File: src/rtl/sprite_motion_ctl_if.sv
// Control and position bundle between the sprite motion controller and its
// neighbours: vSync and button pulses come in, and coordinates and status go out.
interface sprite_motion_ctl_if;
    logic               vSync;
    logic               btnX;
    logic               btnY;
    logic signed [10:0] spr_x;
    logic signed [9:0]  spr_y;
    logic               dirX;
    logic               dirY;
    logic               running;
    logic               frameTick;

    // Driver side: video timing, buttons, and the sprite drawing stage.
    modport master (
        output vSync, btnX, btnY,
        input  spr_x, spr_y, dirX, dirY, running, frameTick
    );

    // Motion controller side.
    modport slave (
        input  vSync, btnX, btnY,
        output spr_x, spr_y, dirX, dirY, running, frameTick
    );
endinterface

File: src/rtl/sprite_motion_ctl.sv
// Frame-synchronous sprite position generator. On the rising edge of vSync the
// sprite steps once every FRAME_DIV frames and bounces off the screen edges.
// btnX toggles between run and pause. btnY cycles the step size through 1, 2, 4 and 8.
module sprite_motion_ctl #(
    parameter int SCREEN_W  = 1280,
    parameter int SCREEN_H  = 720,
    parameter int SPR_SIZE  = 8,
    parameter int FRAME_DIV = 1      // 1..255
) (
    input  logic               pixelClk,
    input  logic               reset,
    sprite_motion_ctl_if.slave bus
);

    typedef enum logic {
        ST_RUN    = 1'b0,
        ST_PAUSED = 1'b1
    } state_e;

    localparam logic signed [11:0] MAX_X    = 12'(SCREEN_W - SPR_SIZE);
    localparam logic signed [10:0] MAX_Y    = 11'(SCREEN_H - SPR_SIZE);
    localparam logic        [7:0]  DIV_LAST = 8'(FRAME_DIV - 1);

    state_e      state_q, state_d;
    logic        vsync_prev_q, vsync_prev_d;
    logic [7:0]  div_cnt_q, div_cnt_d;
    logic [1:0]  speed_idx_q, speed_idx_d;
    logic [10:0] spr_x_q, spr_x_d;
    logic [9:0]  spr_y_q, spr_y_d;
    logic        dir_x_q, dir_x_d;
    logic        dir_y_q, dir_y_d;
    logic        tick_q, tick_d;

    logic               frame_edge;
    logic signed [11:0] pos_x, step_x, next_x;
    logic signed [10:0] pos_y, step_y, next_y;

    // Next-state logic: detect the vSync edge, divide frames, step and bounce, and handle buttons.
    always_comb begin
        // NOTE: every combinational output gets a default first so no path infers a latch.
        vsync_prev_d = bus.vSync;
        frame_edge   = bus.vSync & ~vsync_prev_q;
        tick_d       = frame_edge;
        state_d      = state_q;
        div_cnt_d    = div_cnt_q;
        speed_idx_d  = speed_idx_q;
        spr_x_d      = spr_x_q;
        spr_y_d      = spr_y_q;
        dir_x_d      = dir_x_q;
        dir_y_d      = dir_y_q;

        // Positions are never negative, so the stored fields are zero-extended
        // before the signed step. This keeps 1272 and 712 valid.
        pos_x  = {1'b0, spr_x_q};
        pos_y  = {1'b0, spr_y_q};
        step_x = 12'sd1 <<< speed_idx_q;
        step_y = 11'sd1 <<< speed_idx_q;
        next_x = dir_x_q ? pos_x - step_x : pos_x + step_x;
        next_y = dir_y_q ? pos_y - step_y : pos_y + step_y;

        if (frame_edge) begin
            if (div_cnt_q == DIV_LAST) begin
                div_cnt_d = '0;
                if (state_q == ST_RUN) begin
                    if (next_x > MAX_X) begin
                        spr_x_d = MAX_X[10:0];
                        dir_x_d = 1'b1;
                    end else if (next_x < 12'sd0) begin
                        spr_x_d = '0;
                        dir_x_d = 1'b0;
                    end else begin
                        spr_x_d = next_x[10:0];
                    end

                    if (next_y > MAX_Y) begin
                        spr_y_d = MAX_Y[9:0];
                        dir_y_d = 1'b1;
                    end else if (next_y < 11'sd0) begin
                        spr_y_d = '0;
                        dir_y_d = 1'b0;
                    end else begin
                        spr_y_d = next_y[9:0];
                    end
                end
            end else begin
                div_cnt_d = div_cnt_q + 8'd1;
            end
        end

        // The buttons act on the _d values only. An update in the same cycle
        // still sees the old state and speed.
        if (!bus.btnX) begin
            state_d = (state_q == ST_RUN) ? ST_PAUSED : ST_RUN;
        end
        if (!bus.btnY) begin
            speed_idx_d = speed_idx_q + 2'd1;
        end
    end

    // State register: the run/pause FSM, the divider, the speed, and all registered outputs.
    always_ff @(posedge pixelClk or posedge reset) begin
        if (reset) begin
            state_q      <= ST_RUN;
            // A high reset value means vSync already high at reset release is not an edge.
            vsync_prev_q <= 1'b1;
            div_cnt_q    <= '0;
            speed_idx_q  <= '0;
            spr_x_q      <= '0;
            spr_y_q      <= '0;
            dir_x_q      <= 1'b0;
            dir_y_q      <= 1'b0;
            tick_q       <= 1'b0;
        end else begin
            // NOTE: non-blocking assignments so every flop samples pre-edge values.
            state_q      <= state_d;
            vsync_prev_q <= vsync_prev_d;
            div_cnt_q    <= div_cnt_d;
            speed_idx_q  <= speed_idx_d;
            spr_x_q      <= spr_x_d;
            spr_y_q      <= spr_y_d;
            dir_x_q      <= dir_x_d;
            dir_y_q      <= dir_y_d;
            tick_q       <= tick_d;
        end
    end

    assign bus.spr_x     = spr_x_q;
    assign bus.spr_y     = spr_y_q;
    assign bus.dirX      = dir_x_q;
    assign bus.dirY      = dir_y_q;
    assign bus.running   = (state_q == ST_RUN);
    assign bus.frameTick = tick_q;

endmodule

File: src/flat_wrapper.sv
// flat-port wrapper written by rule: the top's interface ports become plain ports
module sprite_motion_ctl_flat 
#(
    parameter int SCREEN_W  = 1280,
    parameter int SCREEN_H  = 720,
    parameter int SPR_SIZE  = 8,
    parameter int FRAME_DIV = 1               
)
  (pixelClk, reset, bus_vSync, bus_btnX, bus_btnY, bus_spr_x, bus_spr_y, bus_dirX, bus_dirY, bus_running, bus_frameTick);
  sprite_motion_ctl_if bus_i ();
  input  logic pixelClk;
  input  logic reset;
  input wire logic [$bits(bus_i.vSync)-1:0] bus_vSync;
  input wire logic [$bits(bus_i.btnX)-1:0] bus_btnX;
  input wire logic [$bits(bus_i.btnY)-1:0] bus_btnY;
  output wire logic [$bits(bus_i.spr_x)-1:0] bus_spr_x;
  output wire logic [$bits(bus_i.spr_y)-1:0] bus_spr_y;
  output wire logic [$bits(bus_i.dirX)-1:0] bus_dirX;
  output wire logic [$bits(bus_i.dirY)-1:0] bus_dirY;
  output wire logic [$bits(bus_i.running)-1:0] bus_running;
  output wire logic [$bits(bus_i.frameTick)-1:0] bus_frameTick;
  assign bus_i.vSync = bus_vSync;
  assign bus_i.btnX = bus_btnX;
  assign bus_i.btnY = bus_btnY;
  assign bus_spr_x = bus_i.spr_x;
  assign bus_spr_y = bus_i.spr_y;
  assign bus_dirX = bus_i.dirX;
  assign bus_dirY = bus_i.dirY;
  assign bus_running = bus_i.running;
  assign bus_frameTick = bus_i.frameTick;
  sprite_motion_ctl #(.SCREEN_W(SCREEN_W), .SCREEN_H(SCREEN_H), .SPR_SIZE(SPR_SIZE), .FRAME_DIV(FRAME_DIV)) u_core (.pixelClk(pixelClk), .reset(reset), .bus(bus_i));
endmodule
File: config.mk
export PLATFORM = sky130hd
export DESIGN_NAME = sprite_motion_ctl_flat
export DESIGN_NICKNAME = d
export VERILOG_FILES = /design/src/rtl/sprite_motion_ctl_if.sv /design/src/rtl/sprite_motion_ctl.sv /design/src/flat_wrapper.sv
export SDC_FILE = /design/constraint.sdc
export NUM_CORES = 1
export LEC_CHECK = 0
export CAP_MARGIN = 20
export CORE_MARGIN = 1.5
export CORE_UTILIZATION = 40
export CTS_BUF_LIST = sky130_fd_sc_hd__clkbuf_4 sky130_fd_sc_hd__clkbuf_8 sky130_fd_sc_hd__clkbuf_16
export DETAILED_ROUTE_END_ITERATION = 10
export PLACE_DENSITY = 0.6
export SLEW_MARGIN = 25
export SYNTH_ARGS = -nofsm -noshare
export SYNTH_HDL_FRONTEND = slang
export SYNTH_SLANG_ARGS = --single-unit
export TNS_END_PERCENT = 20
File: constraint.sdc
create_clock -name pixelClk -period 3.4 [get_ports pixelClk]
set_input_delay 0.68 -clock pixelClk [delete_from_list [all_inputs] [get_ports pixelClk]]
set_output_delay 0.68 -clock pixelClk [all_outputs]
set_load 0.01 [all_outputs]
## Word level (Yosys, flattened, before mapping)

Cells that the tools add are included.

- Add/sub/neg operators: 6
- Multiply operators: 0
- Divide/modulo/power cells: 0
- Magnitude comparators: 4
- Eq/ne operators: 0
- Shift operators: 2
- Muxes and demuxes: 12
- Bitwise operators: 3
- Reductions and logical operators: 6

Operators with widths:

| operator | number |
|---|---|
| 11-bit 2-to-1 mux | 3 |
| 10-bit 2-to-1 mux | 2 |
| 12-bit adder | 1 |
| 12-bit > comparator (second input constant) | 1 |
| 12-bit by 1-bit less-than comparator with 1-bit output (second input constant) | 1 |
| 12-bit 2-to-1 mux | 1 |
| 2-bit by 2-bit <<< shifter with 12-bit output (first input constant) | 1 |
| 12-bit subtractor | 1 |
| 11-bit adder | 1 |
| 11-bit > comparator (second input constant) | 1 |
| 11-bit by 1-bit less-than comparator with 1-bit output (second input constant) | 1 |
| 2-bit by 2-bit <<< shifter with 11-bit output (first input constant) | 1 |
| 11-bit subtractor | 1 |
| 8-bit by 1-bit adder with 8-bit output (second input constant) | 1 |
| 8-bit zero test | 1 |
| 8-bit 2-to-1 mux | 1 |
| 4-bit AND reduction | 2 |
| 1-bit 2-to-1 mux | 5 |
| 2-bit nonzero test | 2 |
| 3-bit AND reduction | 1 |
| 2-bit by 1-bit adder with 2-bit output (second input constant) | 1 |
| 1-bit NOT | 2 |
| 1-bit AND | 1 |

- Register bits after elaboration: 36
- Bits in latches: 0
- Bits in writable memories: 0
- ROM bits: 0
- Input bits: 5
- Output and inout bits: 25
- Logic and storage cells: 42
- Memories: 0

## Logic depth before layout (Yosys ltp)

Gate-level depths: netlist (run 1).

- Word-level depth: 6
- Mapped depth: 14
- Depth with buffers taken out: 14

## Least setup slack after synthesis (run 1)

Ideal clock, no wire load.

- Path kind: register to register
- Start point: register u_core.speed_idx_q[0]
- End point: register u_core.dir_x_q (netlist: u_core.bus.dirX)
- Setup time: 140 ps
- Arrival: 3081 ps
- Required time: 3260 ps
- Setup slack: 179 ps
- Cell stages (with the launch flop): 15
- Buffers on the path: 0
- Period minus slack after synthesis: 3221 ps
- Path through: dfrtp_1 inv_1 ha_1 inv_1 ha_1 nor3b_1 or2_2 ha_1 nand2_1 a211oi_4 o21ai_2 a311o_1 and4b_4 o31ai_4 o22ai_2

- Cells in the longest elaborated chain, start to end: 6
- Elaborated cells between the ends (all ways): 9
- Those cells by class: 2 x add/sub; 2 x order compare; 1 x shift; 2 x mux; 2 x reduce/logical

RTL lines:

| element | RTL line | RTL |
|---|---|---|
| from (decl) | sprite_motion_ctl.sv:27 | `logic [1:0] speed_idx_q, speed_idx_d;` |
| from (signal assigned) | sprite_motion_ctl.sv:118 | `speed_idx_q <= speed_idx_d;` |
| 2-bit by 2-bit <<< shifter with 12-bit output * | sprite_motion_ctl.sv:56 | `step_x = 12'sd1 <<< speed_idx_q;` |
| 12-bit adder / 12-bit subtractor (equally long branches) | sprite_motion_ctl.sv:58 | `next_x = dir_x_q ? pos_x - step_x : pos_x + step_x;` |
| 12-bit 2-to-1 mux * | sprite_motion_ctl.sv:58 |  |
| 12-bit by 1-bit less-than comparator with 1-bit output / 12-bit > comparator (equally long branches) | sprite_motion_ctl.sv:68, sprite_motion_ctl.sv:65 |  |
| 2-bit nonzero test (no line) | n/a |  |
| 4-bit AND reduction (no line) | n/a |  |
| to (signal assigned) | sprite_motion_ctl.sv:121 | `dir_x_q <= dir_x_d;` |
| to (decl) | sprite_motion_ctl.sv:30 | `logic dir_x_q, dir_x_d;` |

Every way passes the cells marked *; elsewhere a longest branch is shown, timed or not.
A chain may end at the register's enable or synchronous reset.

## Worst setup path after layout (run 1)

- Start point: register u_core.speed_idx_q[0]
- End point: register u_core.spr_y_q[4] (netlist: u_core.bus.spr_y[4])

- Cells in the longest elaborated chain, start to end: 6
- Elaborated cells between the ends (all ways): 8
- Those cells by class: 2 x add/sub; 2 x order compare; 1 x shift; 3 x mux

RTL lines:

| element | RTL line | RTL |
|---|---|---|
| 2-bit by 2-bit <<< shifter with 11-bit output * | sprite_motion_ctl.sv:57 | `step_y = 11'sd1 <<< speed_idx_q;` |
| 11-bit adder / 11-bit subtractor (equally long branches) | sprite_motion_ctl.sv:59 | `next_y = dir_y_q ? pos_y - step_y : pos_y + step_y;` |
| 11-bit 2-to-1 mux * | sprite_motion_ctl.sv:59 |  |
| 11-bit by 1-bit less-than comparator with 1-bit output | sprite_motion_ctl.sv:78 | `end else if (next_y < 11'sd0) begin` |
| 10-bit 2-to-1 mux | sprite_motion_ctl.sv:78 |  |
| 10-bit 2-to-1 mux * | sprite_motion_ctl.sv:75 | `if (next_y > MAX_Y) begin` |
| to (signal assigned) | sprite_motion_ctl.sv:120 | `spr_y_q <= spr_y_d;` |
| to (decl) | sprite_motion_ctl.sv:29 | `logic [9:0] spr_y_q, spr_y_d;` |

Marked as above.

==> results of run 1 <==
[final timing paths]
check | from | endpoint | slack [ps] | depth (start not counted)
min in group asynchronous | reset | u_core.bus.spr_x[5] | 800 | 3
min | u_core.div_cnt_q[4] | u_core.div_cnt_q[4] | 510 | 1
max | u_core.speed_idx_q[0] | u_core.bus.spr_y[4] | 160 | 14
min reg2reg | u_core.div_cnt_q[4] | u_core.div_cnt_q[4] | 510 | 1
max reg2reg | u_core.speed_idx_q[0] | u_core.bus.spr_y[4] | 160 | 14
max in group asynchronous | reset | u_core.vsync_prev_q | 2260 | 3
[worst max-delay path, delay by kind of cell (launching register included)]
family	cells	cell delay, ps
and+or+nand+nor	3	730
adders and majority gates	3	650
AOI/OAI and AO/OA	3	670
xor gates and xnor gates	1	240
DFF	1	420
buffers and inverters	4	450
[cells in the final DEF, fill, tap and decap left out, types with 4 or more instances in the layout]
cell             instances
nand2_1                 36
dfrtp_1                 35
clkdlybuf4s50_1         29
buf_4                   27
nor2_1                  21
ha_1                    21
inv_1                   17
a21oi_1                 15
xnor2_1                 14
a21oi_2                  8
xor2_1                   7
a21o_1                   6
o21ai_0                  6
o31ai_2                  6
ha_2                     6
nor2b_1                  5
and3_1                   5
nand3_1                  5
o31ai_1                  5
clkbuf_8                 5
nand4_1                  4
nand2b_1                 4
[per-stage QoR]
step	TNS (ps)	instance area [um2]	util [%]	instances
final	0	3680	53.6	464
after global routing	-0.689	3680	53.6	464
after CTS	0	3540	51.5	457
after detailed placement	-241	3420	49.8	448
after global placement	-13.2	3420	49.8	448
after floorplan	0	2880	-	311
[logic make-up after synthesis]
kind of cell	synth area share, %
AOI/OAI and AO/OA	23.6
xor gates and xnor gates	7.01
adders and majority gates	13.6
buffers and inverters	3.57
DFF	31.4
muxes	1.52
and+or+nand+nor	19.4
[area by class of cell]
class | count | area share (%)
well taps | 96 | 3.26
clock buffers | 5 | 1.87
flip-flops and latches | 36 | 24.5
clock inverters | 3 | 0.510
inverters | 19 | 1.94
repair buffers | 57 | 13.9
multi-input cells | 248 | 54.0
[flip-flops by register name, summed over array words and instances, names as in the netlist, 2 cells and up]
| name | flops |
|---|---|
| u_core.speed_idx_q | 2 |
| u_core.bus.spr_y | 10 |
| u_core.bus.spr_x | 11 |
| u_core.div_cnt_q | 8 |
[repair_timing]
action / 4_1_cts / 5_1_grt
endpoints found under the setup margin: 11 / 21
pin swaps: 1 / 14
resized for setup: 3 / 27
buffers inserted: 1 / 7
[per-layer routing]
layer / vias to the layer above / global-route usage, % / wire length (um)
met5: - / 0 / 0
met4: 0 / 4.33 / 56
met3: 6 / 3.20 / 185
met2: 47 / 29.6 / 3100
met1: 1157 / 25.6 / 3370
li1: 1236 / - / -
==> results summary, run 1 <==
The flow ran to the end, and the final reports show no timing, DRC or antenna violations. The number of buffers inserted during clock tree synthesis came out at 5. The fraction of layout instances using a drive strength above 1 is 25.0%.

After detailed routing, the average wire length per cell comes to 14.5 um. The clock insertion delay at the later pin of the skew report came out at 290 ps. Using the TritonRoute via totals, the vias-per-cell ratio works out to 5.27.

The pin count of the biggest net entering global routing is 37. After layout, the worst setup slack is 160 ps. Of all cell types, the one taking the most synthesized area is dfrtp_1.

The critical path data required time is 3590 ps. The synthesized cell area came out at 2880 um2. The maximum root-to-sink buffer count came out at 2.

The storage element area came out at 902 um2. For this block, the via count after detailed routing is 2,446. In the synthesized netlist the dominant register cell turns out to be dfrtp_1. The maximum fanout along the worst path is 7.

The worst hold slack after final layout came out at 508 ps. The actual transition at the worst max-transition pin came out at 462 ps. The synthesized net count is 346.

The net total in the final layout came out at 402. The die boundary height came out at 87.8 um. After synthesis, flip-flops and latches occupy 31.4% of the total area. The detailed-route DRC error count is 0.

The most numerous cell in the Yosys netlist is nand2_1. The number of antenna-violating nets in the routed design came out at 0. The slowest stage of the critical path belongs to the cell dfrtp_1. The achievable clock frequency is 0.309 GHz.

The clock transition at the registers of the reported paths came out at 80 ps. Synthesis produced 311 cells. The count of buffers added on input and output ports is 29. The master cell of the clock root buffer is clkbuf_8. By count the netlist is led by 37 x nand2_1, 35 x dfrtp_1, 28 x ha_1. The area fraction of the dominant cell type after synthesis is 30.5%. STA classifies the critical path endpoint as a flip-flop. The number of filler cells placed in the layout came out at 638.

The clock skew after layout is 5.35 ps. The via count of the first global-routing pass is 2,394. The fraction of registers with async set or reset after synthesis is 100%. After synthesis, the cell types taking the most area are dfrtp_1 30%, ha_1 12%, nand2_1 4.8%, xnor2_1 4.3%, a21oi_1 3.1%. The number of failing hold endpoints at the final stage is 0.

The full die area came out at 7710 um2. The number of pins with negative max-slew slack in the final report was 0. The repair_antennas step left the layout with diodes totalling 0.

The worst-case headroom to the max-slew limit came out at 69.2%. The startpoint type of the worst setup path is a flip-flop. The maximum cell stage delay along the critical path came out at 420 ps.

The row count came out at 30. The final weighted congestion of routability-driven global placement is 0.823. The core outline area is 6870 um2. The sum of overflow across all layers after global routing came out at 0.

The number of H-tree levels came out at 2. The overall die width came out at 87.8 um. Traced cell by cell, the critical path runs through inv_2 > ha_2 > inv_1 > ha_1 > nor3b_2 > or2_2 > buf_4 > ha_2 > and3_1 > a311oi_2 > xor2_2 > o21ai_2 > buf_4 > o31ai_2.

The reported max-cap violation count came out at 0. Counting distinct cell types in the post-synthesis netlist gives 63. The all-layer global routing usage came out at 18.4%. The first routing iteration left 80 violations.

The TritonCTS clock tree is built. The first-pass GRT wire length is 11,100 um. The total detailed-routing wirelength is 6710 um. For this design, the sink count on the clock tree is 36. The tightest min-delay check is of the flip-flop to flip-flop type. Hold repair after CTS inserted 0 buffers. The count of yosys warnings during synthesis came out at 0.

The arrival time of data at the critical path endpoint is 3430 ps. The final critical path takes up 95.3% of the cycle. The mean cell area of the mapped netlist came out at 9.25 um2.

The initial standard-cell utilization of the core came out at 41.9%. Summing all multi-input logic gate instances after layout gives 1990 um2. The post-layout minimum cycle time came out at 3240 ps. The number of antenna violations at the first check in global routing was 0.

The I/O pin total is 30. The worst setup timing slack at the placement stage came out at -75.7 ps. The number of flip-flops and latches in the synthesized netlist came out at 36. Setup violations remaining at the end of the flow were counted as 0. The sum of net half-perimeters after detailed placement came out at 5090 um. Counting flops with a built-in enable in the synthesized netlist gives 0.

The critical path in this run is classified as flip-flop to flip-flop. The first-pass detailed-route iteration total came out at 4. Relative to the synthesized area, the layout overhead comes to 28.1%.
Power of run 1 is not shown: default switching activity piles up to over one toggle a cycle in this logic, so the estimate is an artifact.
==> run 2, diff against run 1 <==
--- a/config.mk
+++ b/config.mk
@@ -11,6 +11,7 @@
 export CTS_BUF_LIST = sky130_fd_sc_hd__clkbuf_4 sky130_fd_sc_hd__clkbuf_8 sky130_fd_sc_hd__clkbuf_16
 export DETAILED_ROUTE_END_ITERATION = 10
 export PLACE_DENSITY = 0.6
+export SETUP_SLACK_MARGIN = 0.15
 export SLEW_MARGIN = 25
 export SYNTH_ARGS = -nofsm -noshare
 export SYNTH_HDL_FRONTEND = slang
==> results summary, run 2 (same netlist as run 1, synthesis figures left out) <==
Status: completed (unchanged). The number of antenna cells inserted is 0 (unchanged). The row count is 30 (unchanged).

The detailed-route DRC error count came out at 0 (unchanged). The flip-flop count of the largest register after layout came out at 11 (unchanged). The total detailed-routing wirelength is 7100 um (was 6710 um). The area added between synthesis and finish came out at 33.8% (was 28.1%).

The maximum cell stage delay along the critical path was 560 ps (was 420 ps). The cell type of the slowest stage on the worst timing path is or4b_4 (was dfrtp_1). The startpoint-to-endpoint class of the critical path is flip-flop to flip-flop (unchanged). The clock insertion delay at the later pin of the skew report was 290 ps (about the same).

The worst-case headroom to the max-slew limit came out at 68.8% (was 69.2%). The I/O pin total came to 30 (unchanged). The area of the multi-input gates is 2090 um2 (was 1990 um2). The die boundary height is 87.8 um (unchanged).

The number of vias per cell after detailed routing came to 5.35 (was 5.27). Most frequent cells in the layout: 35 x nand2_1, 35 x buf_4, 34 x dfrtp_1, 29 x clkdlybuf4s50_1, 20 x nor2_1 (was 36 x nand2_1, 35 x dfrtp_1, 29 x clkdlybuf4s50_1, 27 x buf_4). The first-pass GRT wire length came out at 11,600 um (was 11,100 um). The number of filler cells placed in the layout came to 611 (was 638). The number of failing hold endpoints at the final stage was 0 (unchanged). The clock skew after layout came out at 5.41 ps (was 5.35 ps).

The achievable clock frequency came out at 0.306 GHz (was 0.309 GHz). The reported max-cap violation count is 0 (unchanged). The maximum root-to-sink buffer count came out at 2 (unchanged). The routed wirelength normalized by instance count came out at 15.0 um (was 14.5 um). The buffering stage count on the worst path with inverters included was 3 (was 4). The cell class contributing the biggest share of worst-path delay is simple AND/OR/NAND/NOR gates (unchanged).

The sum of net half-perimeters after detailed placement is 5090 um (unchanged). The worst-case setup margin in the final layout was 137 ps (was 160 ps). The overall die width is 87.8 um (unchanged). The arrival time of data at the critical path endpoint is 3470 ps (was 3430 ps). The initial standard-cell utilization of the core was 41.9% (unchanged). The actual transition at the worst max-transition pin came out at 467 ps (was 462 ps). The storage element area is 903 um2 (was 902 um2).

The master cell of the clock root buffer is clkbuf_8 (unchanged). The worst hold slack after final layout came out at 510 ps (was 508 ps). The number of antenna violations at the first check in global routing came to 0 (unchanged). The number of antenna-violating nets in the routed design is 0 (unchanged).

The clock net sink count is 36 (unchanged). The number of H-tree levels is 2 (unchanged). The maximum fanout along the worst path was 6 (was 7).

The pin count of the biggest net entering global routing is 37 (unchanged). The TritonCTS clock tree is built (unchanged). The worst flop-to-flop path startpoint is u_core.speed_idx_q[0] (unchanged). The startpoint type of the worst setup path is a flip-flop (unchanged). The number of DRC violations after detailed-routing iteration 0 is 67 (was 80). The endpoint kind of the worst setup timing path was a flip-flop (unchanged).

The worst setup timing slack at the placement stage came out at -75.7 ps (unchanged). The first-pass detailed-route iteration total came out at 4 (unchanged). The critical path data required time came out at 3610 ps (was 3590 ps). The number of buffers inserted by hold repair at cts is 0 (unchanged).

The number of vias after detailed routing is 2,525 (was 2,446). The number of buffers inserted during clock tree synthesis came out at 5 (unchanged). The number of input and output port buffers inserted came to 29 (unchanged).

The sum of overflow across all layers after global routing came out at 0 (unchanged). The clock transition at the registers of the reported paths is 80 ps (about the same). The full die area is 7710 um2 (unchanged).

The all-layer global routing usage came out at 19.1% (was 18.4%). The class of the tightest hold or removal check is flip-flop to flip-flop (unchanged). The core outline area was 6870 um2 (unchanged). By instance count, the cell type seen most on the critical path is ha_4. The post-layout minimum cycle time is 3260 ps (was 3240 ps). The final cycle utilization of the critical path is 96.0% (was 95.3%). The start point of the critical path is u_core.speed_idx_q[0] (unchanged). Setup repair after global routing could not meet its margin everywhere. The number of pins with negative max-slew slack in the final report came to 0 (unchanged). The fraction of layout instances using a drive strength above 1 came out at 28.7% (was 25.0%).

The final weighted congestion of routability-driven global placement came out at 0.823 (unchanged). The launch instance of the worst min-delay path is u_core.div_cnt_q[4] (unchanged). The number of setup violations in the final report came out at 0 (unchanged). Cell chain of the critical path: inv_2 > ha_4 > inv_2 > ha_4 > nor3b_4 > or2_4 > ha_4 > a2111oi_4 > a2bb2oi_2 > or4b_4 > a32oi_4 > o31ai_4 > buf_12 > o22ai_4 (was inv_2 > ha_2 > inv_1 > ha_1 > nor3b_2 > or2_2 > buf_4 > ha_2 > and3_1 > a311oi_2 > xor2_2 > o21ai_2 > buf_4 > o31ai_2). The net total in the final layout came out at 410 (was 402). The via count of the first global-routing pass is 2,505 (was 2,394).
==> run 2: area by class of cell <==
cell class	instances	share of cell area [%]
sequential	36	23.5
clock buffer	5	1.79
multi-input combinational	248	54.4
clock inverter	3	0.488
inverter	19	1.85
timing repair buffer	65	14.9
tap	96	3.12
==> run 2: stage by stage <==
| stage | area, um2 | setup TNS (ps) | utilization [%] | instances |
|---|---|---|---|---|
| after floorplan | 2880 | 0 | - | 311 |
| after global placement | 3420 | -13.2 | 49.8 | 448 |
| after detailed placement | 3420 | -241 | 49.8 | 448 |
| after CTS | 3720 | 0 | 54.2 | 467 |
| after global routing | 3850 | 0 | 56.0 | 472 |
| final | 3850 | 0 | 56.0 | 472 |
==> run 2: routing by layer <==
layer	vias up	wire [um]	GRT usage, %
met5	-	0	0
met4	0	114	4.91
met3	11	160	3.02
met2	43	3420	31.4
met1	1221	3400	26.1
li1	1250	-	-
==> run 2: path summary, 6_finish.rpt <==
| path | cells past startpoint | slack [ps] | end |
|---|---|---|---|
| max in group asynchronous | 3 | 2250 | u_core.vsync_prev_q |
| min in group asynchronous | 3 | 800 | u_core.bus.spr_x[5] |
| setup / recovery | 14 | 140 | u_core.bus.dirX |
| hold reg to reg | 1 | 510 | u_core.div_cnt_q[4] |
| setup reg to reg | 14 | 140 | u_core.bus.dirX |
| hold / removal | 1 | 510 | u_core.div_cnt_q[4] |
==> run 2: what timing repair did <==
item,CTS,global route
gates resized for setup,29,18
buffers inserted,11,5
pin swaps,20,18
setup endpoints to repair,20,21
Power of run 2 is left out for the same reason.
